==> src/rtl/riscv_core_pkg.sv <==
// rtl/riscv_core_pkg.sv - shared core types: ROB slot tag width and type
package riscv_core_pkg;

    // 16-entry reorder buffer
    localparam int ROB_SLOT_W = 4;

    typedef logic [ROB_SLOT_W-1:0] rob_slot_t;

endpackage

==> src/rtl/riscv_core_fill_fifo.sv <==
// rtl/riscv_core_fill_fifo.sv - per-port completion FIFO feeding the fill arbiter
module riscv_core_fill_fifo #(
    parameter int DEPTH = 4,
    parameter int W     = 4
) (
    input  logic         clk,
    input  logic         reset,
    input  logic         enq_i,
    input  logic [W-1:0] enq_data_i,
    input  logic         deq_i,
    output logic         rdy_o,
    output logic         nonempty_o,
    output logic [W-1:0] head_o
);

    localparam int PW = $clog2(DEPTH);

    logic [W-1:0]  mem_q [DEPTH];
    logic [PW-1:0] rd_ptr_q, rd_ptr_d;
    logic [PW-1:0] wr_ptr_q, wr_ptr_d;
    logic [PW:0]   count_q, count_d;
    logic          do_enq;
    logic          do_deq;

    // Ready looks only at the registered count, never at a same-cycle dequeue
    assign rdy_o      = !reset && (count_q < (PW+1)'(DEPTH));
    assign nonempty_o = (count_q != '0);
    assign head_o     = mem_q[rd_ptr_q];
    assign do_enq     = enq_i && rdy_o;
    assign do_deq     = deq_i && nonempty_o;

    // Pointers wrap naturally at DEPTH because DEPTH is a power of two
    always_comb begin
        rd_ptr_d = rd_ptr_q;
        wr_ptr_d = wr_ptr_q;
        count_d  = count_q;
        if (do_enq) begin
            wr_ptr_d = wr_ptr_q + PW'(1);
        end
        if (do_deq) begin
            rd_ptr_d = rd_ptr_q + PW'(1);
        end
        count_d = count_q + {{PW{1'b0}}, do_enq} - {{PW{1'b0}}, do_deq};
    end

    // Pointer and occupancy state; reset discards everything queued
    always_ff @(posedge clk) begin
        if (reset) begin
            rd_ptr_q <= '0;
            wr_ptr_q <= '0;
            count_q  <= '0;
        end else begin
            rd_ptr_q <= rd_ptr_d;
            wr_ptr_q <= wr_ptr_d;
            count_q  <= count_d;
        end
    end

    // Storage array; contents are don't-care until written
    always_ff @(posedge clk) begin
        if (do_enq) begin
            mem_q[wr_ptr_q] <= enq_data_i;
        end
    end

endmodule

==> src/rtl/riscv_core_fill_arbiter.sv <==
// rtl/riscv_core_fill_arbiter.sv - round-robin completion-to-ROB fill arbiter (option: RISCV_FILL_ARB_OUTREG_EN)
module riscv_core_fill_arbiter
    import riscv_core_pkg::*;
#(
    parameter int NPORTS = 3,
    parameter int DEPTH  = 4,
    parameter int SLOT_W = ROB_SLOT_W
) (
    input  logic                     clk,
    input  logic                     reset,
    input  logic [NPORTS-1:0]        fu_cpl_val,
    output logic [NPORTS-1:0]        fu_cpl_rdy,
    input  logic [NPORTS*SLOT_W-1:0] fu_cpl_slot,
    output logic                     rob_fill_val,
    output logic [SLOT_W-1:0]        rob_fill_slot,
    output logic                     fill_busy
);

    localparam int PTR_W = $clog2(NPORTS);

    logic [NPORTS-1:0] nonempty;
    logic [NPORTS-1:0] deq;
    logic [SLOT_W-1:0] heads [NPORTS];

    logic [PTR_W-1:0]  rr_ptr_q, rr_ptr_d;
    logic              gnt_vld;
    logic [PTR_W-1:0]  gnt_idx;
    logic [SLOT_W-1:0] gnt_slot;
    logic [PTR_W:0]    sum;
    logic [PTR_W-1:0]  cand;

    for (genvar p = 0; p < NPORTS; p++) begin : g_port
        riscv_core_fill_fifo #(
            .DEPTH (DEPTH),
            .W     (SLOT_W)
        ) u_fifo (
            .clk        (clk),
            .reset      (reset),
            .enq_i      (fu_cpl_val[p]),
            .enq_data_i (fu_cpl_slot[p*SLOT_W +: SLOT_W]),
            .deq_i      (deq[p]),
            .rdy_o      (fu_cpl_rdy[p]),
            .nonempty_o (nonempty[p]),
            .head_o     (heads[p])
        );
    end

    // Round-robin search starting at rr_ptr; nothing is granted while in reset
    always_comb begin
        gnt_vld = 1'b0;
        gnt_idx = '0;
        sum     = '0;
        cand    = '0;
        for (int i = 0; i < NPORTS; i++) begin
            sum = {1'b0, rr_ptr_q} + (PTR_W+1)'(i);
            if (sum >= (PTR_W+1)'(NPORTS)) begin
                cand = PTR_W'(sum - (PTR_W+1)'(NPORTS));
            end else begin
                cand = PTR_W'(sum);
            end
            if (!gnt_vld && nonempty[cand] && !reset) begin
                gnt_vld = 1'b1;
                gnt_idx = cand;
            end
        end
    end

    // Dequeue strobe to the winner, granted slot, and next priority pointer
    always_comb begin
        deq      = '0;
        gnt_slot = '0;
        rr_ptr_d = rr_ptr_q;
        if (gnt_vld) begin
            deq[gnt_idx] = 1'b1;
            gnt_slot     = heads[gnt_idx];
            rr_ptr_d     = (gnt_idx == PTR_W'(NPORTS-1)) ? '0 : gnt_idx + PTR_W'(1);
        end
    end

    // Priority pointer moves past the winner, holds when idle
    always_ff @(posedge clk) begin
        if (reset) begin
            rr_ptr_q <= '0;
        end else begin
            rr_ptr_q <= rr_ptr_d;
        end
    end

`ifdef RISCV_FILL_ARB_OUTREG_EN
    logic              fill_val_q;
    logic [SLOT_W-1:0] fill_slot_q;

    // Registered fill port: one extra cycle of latency, flop-driven outputs
    always_ff @(posedge clk) begin
        if (reset) begin
            fill_val_q  <= 1'b0;
            fill_slot_q <= '0;
        end else begin
            fill_val_q  <= gnt_vld;
            fill_slot_q <= gnt_slot;
        end
    end

    assign rob_fill_val  = fill_val_q;
    assign rob_fill_slot = fill_slot_q;
    assign fill_busy     = (|nonempty) || fill_val_q;
`else
    assign rob_fill_val  = gnt_vld;
    assign rob_fill_slot = gnt_slot;
    assign fill_busy     = |nonempty;
`endif

endmodule

==> config.mk <==
export PLATFORM = sky130hd
export DESIGN_NAME = riscv_core_fill_arbiter
export DESIGN_NICKNAME = d
export VERILOG_FILES = /design/src/rtl/riscv_core_pkg.sv /design/src/rtl/riscv_core_fill_fifo.sv /design/src/rtl/riscv_core_fill_arbiter.sv
export SDC_FILE = /design/constraint.sdc
export NUM_CORES = 1
export LEC_CHECK = 0
export CORE_UTILIZATION = 43
export CTS_CLUSTER_DIAMETER = 80
export DETAILED_ROUTE_END_ITERATION = 10
export PLACE_DENSITY = 0.63
export SKIP_LAST_GASP = 1
export SLEW_MARGIN = 20
export SYNTH_ARGS = -nofsm -noshare
export SYNTH_HDL_FRONTEND = slang
export SYNTH_SLANG_ARGS = --single-unit
==> constraint.sdc <==
create_clock -name clk -period 3.8 [get_ports clk]
set_input_delay 0.95 -clock clk [delete_from_list [all_inputs] [get_ports clk]]
set_output_delay 0.95 -clock clk [all_outputs]
set_load 0.02 [all_outputs]
* Word level (Yosys, flattened, before mapping)
Memory sizes are Yosys's and may differ from the RTL's. A register that Yosys moved wholly into a read port is not among the register bits.
Cells that the tools add are included.
** Word-level totals
- Input port bits :: 17
- RAM bits :: 48
- Logic and storage cells :: 102
- Bits in read-only memories :: 0
- Register bits :: 23
- Output and inout port bits :: 9
- Bits in latches :: 0
- Memories :: 3
** Memories
- g_port[0].u_fifo.mem_q :: words 4, width 4, read ports 1, clocked after memory_dff 1, wr ports 1, RTL line riscv_core_fill_fifo.sv:18 : logic [W-1:0] mem_q [DEPTH];
- g_port[1].u_fifo.mem_q :: words 4, width 4, read ports 1, clocked after memory_dff 1, wr ports 1, RTL line riscv_core_fill_fifo.sv:18
- g_port[2].u_fifo.mem_q :: words 4, width 4, read ports 1, clocked after memory_dff 1, wr ports 1, RTL line riscv_core_fill_fifo.sv:18
** Cells by class
- Reductions and logical operators :: 22
- Order comparisons :: 12
- $mul :: 0
- Bitwise logic cells :: 1
- Equal/unequal tests :: 1
- $add $sub $neg :: 18
- Shift-type cells :: 0
- Mux-type cells :: 35
- Div/mod/pow operators :: 0
** Operator list (count)
- 2-to-1 mux 2 bit :: 13
- logical AND 1 bit :: 15
- adder 2 x 1 -> 2 bit, second input constant :: 7
- 2-to-1 mux 1 bit :: 13
- less-than comparator 2 x 3 -> 1 bit, second input constant :: 4
- 2-to-1 mux 4 bit :: 3
- adder 3 x 1 -> 3 bit :: 3
- less-than comparator 3 bit, second input constant :: 3
- nonzero test 3 bit :: 3
- subtractor 3 x 1 -> 3 bit :: 3
- binary-select mux 4 bit (select 2 bit) :: 1
- binary-select mux 1 bit (select 2 bit) :: 3
- greater-or-equal comparator 3 x 2 -> 1 bit, second input constant :: 2
- subtractor 2 bit, second input constant :: 3
- adder 2 x 1 -> 3 bit, second input constant :: 1
- adder 2 x 2 -> 3 bit, second input constant :: 1
- greater-or-equal comparator 3 bit, second input constant :: 1
- logical NOT 1 bit :: 3
- 2-to-1 mux 3 bit :: 1
- NOT 2 -> 3 bit :: 1
- OR reduction 3 bit :: 1
- demux 1 bit (select 2 bit) :: 1
- equality test 2 bit, second input constant :: 1
- greater-or-equal comparator 2 x 1 -> 1 bit, second input constant :: 1
- greater-or-equal comparator 2 bit, second input constant :: 1

* Depth between registers and ports, before layout
- Word-level depth :: 22
- Mapped depth :: 17

* Hierarchy
From an unflattened synthesis, not the netlist that was laid out.
** Second synthesis, totals
- Cell total of the unflattened synthesis :: 253
- Area total of the unflattened synthesis :: 3619.7 µm²
** Modules (own cells, without submodules)
- riscv_core_fill_fifo :: instances 3, sequential area each 660.6 µm², cells each 66, area each 1051.0 µm²
- riscv_core_fill_arbiter :: instances 1, sequential area each 40.0 µm², cells each 55, area each 466.7 µm²

* Worst setup path after synthesis
OpenSTA, ideal clock, no wires.
- Path type :: input port to output port
- Start :: input reset
- End :: output rob_fill_slot[0]
- Data required time :: 2850 ps
- Stages :: 8
- Data arrival time :: 2523 ps
- Slack :: 327 ps
- Cells stage by stage :: buf_4 -> a2111o_1 -> a211o_1 -> mux2i_4 -> nand2_4 -> inv_4 -> nand2_1 -> a21oi_1
** Between the ends
- Word-level cells in the longest chain between the ends :: 16
- Elaborated cells on any way between the ends :: 19
- Classes of those cells :: 10 x mux; 1 x bitwise; 8 x reduce/logical
** RTL lines
- from (decl) :: RTL line riscv_core_fill_arbiter.sv:10 : input logic reset,
- logical NOT 1 bit * :: RTL line riscv_core_fill_arbiter.sv:61 : if (!gnt_vld && nonempty[cand] && !reset) begin
- logical AND 1 bit :: RTL line riscv_core_fill_arbiter.sv:61
- 2-to-1 mux 1 bit :: RTL line riscv_core_fill_arbiter.sv:61
- logical NOT 1 bit :: RTL line riscv_core_fill_arbiter.sv:61
- logical AND 1 bit (2 in a row) :: RTL line riscv_core_fill_arbiter.sv:61
- 2-to-1 mux 1 bit :: RTL line riscv_core_fill_arbiter.sv:61
- logical NOT 1 bit :: RTL line riscv_core_fill_arbiter.sv:61
- logical AND 1 bit (2 in a row) :: RTL line riscv_core_fill_arbiter.sv:61
- 2-to-1 mux 2 bit :: RTL line riscv_core_fill_arbiter.sv:61
- NOT 2 -> 3 bit (implied by the code) :: RTL line riscv_core_fill_arbiter.sv:75 : gnt_slot = heads[gnt_idx];
- binary-select mux 4 bit (select 2 bit) :: RTL line riscv_core_fill_arbiter.sv:75
- 2-to-1 mux 4 bit (implied by the code) (2 in a row) :: RTL line riscv_core_fill_arbiter.sv:75
- 2-to-1 mux 4 bit * :: RTL line riscv_core_fill_arbiter.sv:73 : if (gnt_vld) begin
- to (decl) :: RTL line riscv_core_fill_arbiter.sv:15 : output logic [SLOT_W-1:0] rob_fill_slot,
Mark *: on every way between the ends. The rest lies on a longest branch, timed or not. The select of a mux whose other input is x is not followed.

* Worst setup path after layout
Same ends and word-level chain as after synthesis.

==> impl_metrics.yaml <==
grt:
  grt_pass1_wl_um: 10500
  grt_pass1_vias: 2169
  antenna_found_initial: 0
  grt_max_degree: 27
  grt.total_usage: 0.161
  grt_overflow: 0
route:
  ant_nets: 0
  dr_total_vias: 2177
  avgViaCountPerCell: 5.03
  dr.first_iter.drc_count: 115
  drc: 0
  wl_per_cell_um: 14.6
  firstDrtPassIters: 4
  wl_um: 6320
setup_path:
  max_stage_delay_ps: 370
  crit_arrival_ps: 2790
  crit_family: "compound AO/OA/AOI/OAI gates"
  r2r-start: "rr_ptr_q[0]$_SDFFE_PP0P_"
  path_buf_inv: 3
  critPathRequiredTime_ps: 2850
  crit_slowest_cell: "a2111o_1"
  reg2regPathDepth: 19
  worst_r2r_endpoint: "g_port[0].u_fifo.count_q[2]$_SDFF_PP0_"
  crit_end: "rob_fill_slot[0]"
  cp_max_fo: 6
  path_depth: 9
  crit_path_start_kind: "input pin"
  critPathLaunch: "reset"
  reg2reg_slack_ps: 410
  path_cells: "dlygate4sd2_1 -> a2111o_1 -> a211o_1 -> mux2i_4 -> nand2_4 -> inv_4 -> nand2_1 -> a21oi_1 -> buf_4"
  crit_type: "in -> out"
  critPathCaptureType: "output pin"
die:
  coreArea_mm2: 0.00822
  die_y_um: 94.3
  initial_utilization: 0.446
  rows: 33
  die_x_um: 94.3
  dieArea_mm2: 0.00889
  num_io_pins: 26
logic_synthesis:
  syn-instance-count: 280
  synth_cell_types: 48
  yosys_warnings: 0
  yosys.cell_count.top_type: "edfxtp_1"
  async_flop_share: 0
  yosysSeqAreaShare: 0.552
  synth_edf_count: 48
  synth_simple_gate_area_frac: 0.122
  synthTopCellsByArea: "edfxtp_1, dfxtp_1, mux4_2, ha_1, nor2_1"
  synth_top_area_share: 0.394
  synthesis.area_mm2: 0.00366
  synth_top_family_by_area: "simple AND/OR/NAND/NOR gates"
  avgSynthCellArea_um2: 13.1
  ys_ff_latch: 77
  synthXorXnorAreaFrac: 0.0311
  yosysTopAreaCell: "edfxtp_1"
  synth_nets: 321
  synth_compound_area_frac: 0.0523
  synthAdderAreaFrac: 0.0881
  yosys-mux-area-fraction: 0.100
  synth_common_cells: "edfxtp_1, dfxtp_1, nor2_1"
  synth_flop_cell: "edfxtp_1"
timing:
  setup_tns_ps: 0
  hold_violations: 0
  clock_skew_ps: 9.87
  finalMaxSlewViolations: 0
  timing.fmax_mhz: 267
  rsz0062_at_grt: "true"
  worst_pin_slew_ps: 521
  worst_slack_ps: 58.5
  setup_viol: 0
  hold-worst-slack_ps: 525
  period_share: 0.985
  maxSlewHeadroom: 0.650
  period_needed_ps: 3740
clocking:
  clk_pin_slew_ps: 80
  cts.htree.levels: 3
  root_buffer: "clkbuf_8"
  cts_tree: "built"
  cts.path.max_buffers: 2
  clock_latency_ps: 340
  postCtsSetupRepairBufs: 0
  cts_sinks: 77
  tritoncts.num_buffers: 9
placed_design:
  post-dp-hpwl_um: 4720
  gp_congestion: 0.787
  io_buffers: 25
  post-place-ws_ps: -576
power_and_ir_drop:
  leakage_nw: 1.69
  seq_power_share: 0.346
  p_int_mw: 2.05
  total_power_mw: 3.22
  clockPowerShare: 0.189
  combPwrFrac: 0.465
  p_per_area_mw_per_mm2: 747
  switchingPower_mw: 1.17
  p_sw_frac: 0.362
  vdd_drop_max_mv: 0.335
layout:
  multiInputGateArea_mm2: 0.00146
  nNetsFinal: 364
  antenna_cells: 0
  nFillCells: 710
  synthToLayoutAreaGrowth_pct: 17.8
  drive_gt1_frac: 0.235
  seq_area_mm2: 0.00202
outcome:
  outcome: "finished clean"
min_path:
  holdPathStages: 2
  worstHoldPathType: "reg -> reg"
job:
  cap_violations: 0
[through the flow]
step,cells,utilization,instance area (um^2)
detailed placement,417,0.500,4110
floorplan,280,-,3660
CTS,433,0.521,4280
global route,433,0.525,4310
global placement,417,0.500,4110
finish,433,0.525,4310
[worst reg2reg max path, cell delays in order (launching register included)]
cell      delay [ps]
dfxtp_1          330
inv_1             50
ha_1             340
buf_4            170
nor2_2            60
nand3_1          110
nand3_2          120
buf_4            150
or3_4            400
nand2b_4         140
inv_2             60
buf_4            140
nand3_2           90
inv_2             40
ha_1             260
inv_1             40
ha_1             180
fa_1             380
xnor2_1          170
nor2_1            50
[how the worst min path moves through the flow]
stage	from	endpoint	slack, ps
after CTS	g_port[2].u_fifo.rd_ptr_q[1]$_SDFFE_PP0P_	register	520
after detailed placement	g_port[2].u_fifo.rd_ptr_q[1]$_SDFFE_PP0P_	register	510
after floorplan	rr_ptr_q[0]$_SDFFE_PP0P_	rr_ptr_q[0]$_SDFFE_PP0P_	470
after global placement	g_port[1].u_fifo.rd_ptr_q[1]$_SDFFE_PP0P_	register	500
after global routing	g_port[2].u_fifo.rd_ptr_q[1]$_SDFFE_PP0P_	register	560
final	g_port[2].u_fifo.rd_ptr_q[1]$_SDFFE_PP0P_	register	520
[timing repair]
action,CTS,global route
hold buffers,0,0
endpoints found under the setup margin,5,4
resized for setup,18,9
[power groups by stage]
stage | clock network [mW] | registers, mW | logic, mW
final | 0.608 | 1.12 | 1.50
after global routing | 0.663 | 1.14 | 1.65
after CTS | 0.627 | 1.12 | 1.47
after detailed placement | 0 | 1.14 | 1.49
after global placement | 0 | 1.14 | 1.47
after floorplan | 0 | 1.12 | 1.04
[metal layers]
metal / wire length [um] / share of wire / global-route usage / vias to the layer above
met5: 0 / 0 / 0 / -
met4: 62 / 0.0098 / 0.0615 / 0
met3: 212 / 0.034 / 0.0413 / 6
met2: 2880 / 0.46 / 0.244 / 36
met1: 3170 / 0.50 / 0.221 / 1048
li1: - / - / - / 1087
[cell usage in the layout, fill, tap and decap left out, drive strengths merged, types with 2 or more instances in the layout]
cell and instances:
inv 25, buf 27, xor2 4, xnor2 9, nor2b 5, nand3 6
nand2 16, and2 3, clkdlybuf4s50 19, mux2 5, a21oi 9, nor3 5
o31ai 3, mux4 12, nor2 24, clkbuf 9, o21a 2, ha 21
edfxtp 48, fa 3, and3 13, clkinv 4, or3 5, dfxtp 29
dlygate4sd2 2, nor4 2
[cell type report]
type                            count  area share
Sequential cell                    77       0.469
Multi-Input combinational cell    164       0.339
Timing Repair Buffer               48      0.0952
Tap cell                          105      0.0305
Clock buffer                        9      0.0287
Inverter                           23      0.0206
Clock inverter                      7      0.0168
[logic make-up after synthesis]
kind of cell               count (synthesis)
muxes                                     18
AOI/OAI and AO/OA                         26
xor gates and xnor gates                  13
buffers and inverters                     39
and+or+nand+nor                           83
adders and majority gates                 24
DFF                                       77
[sequential cells by signal (all words and copies together) (netlist names), named ones only]
name / flops
g_port.u_fifo.wr_ptr_q: 6
g_port.u_fifo.mem_q: 48
rr_ptr_q: 2
g_port.u_fifo.count_q: 9
g_port.u_fifo.rd_ptr_q: 6
Power figures use the tool's default switching activity.
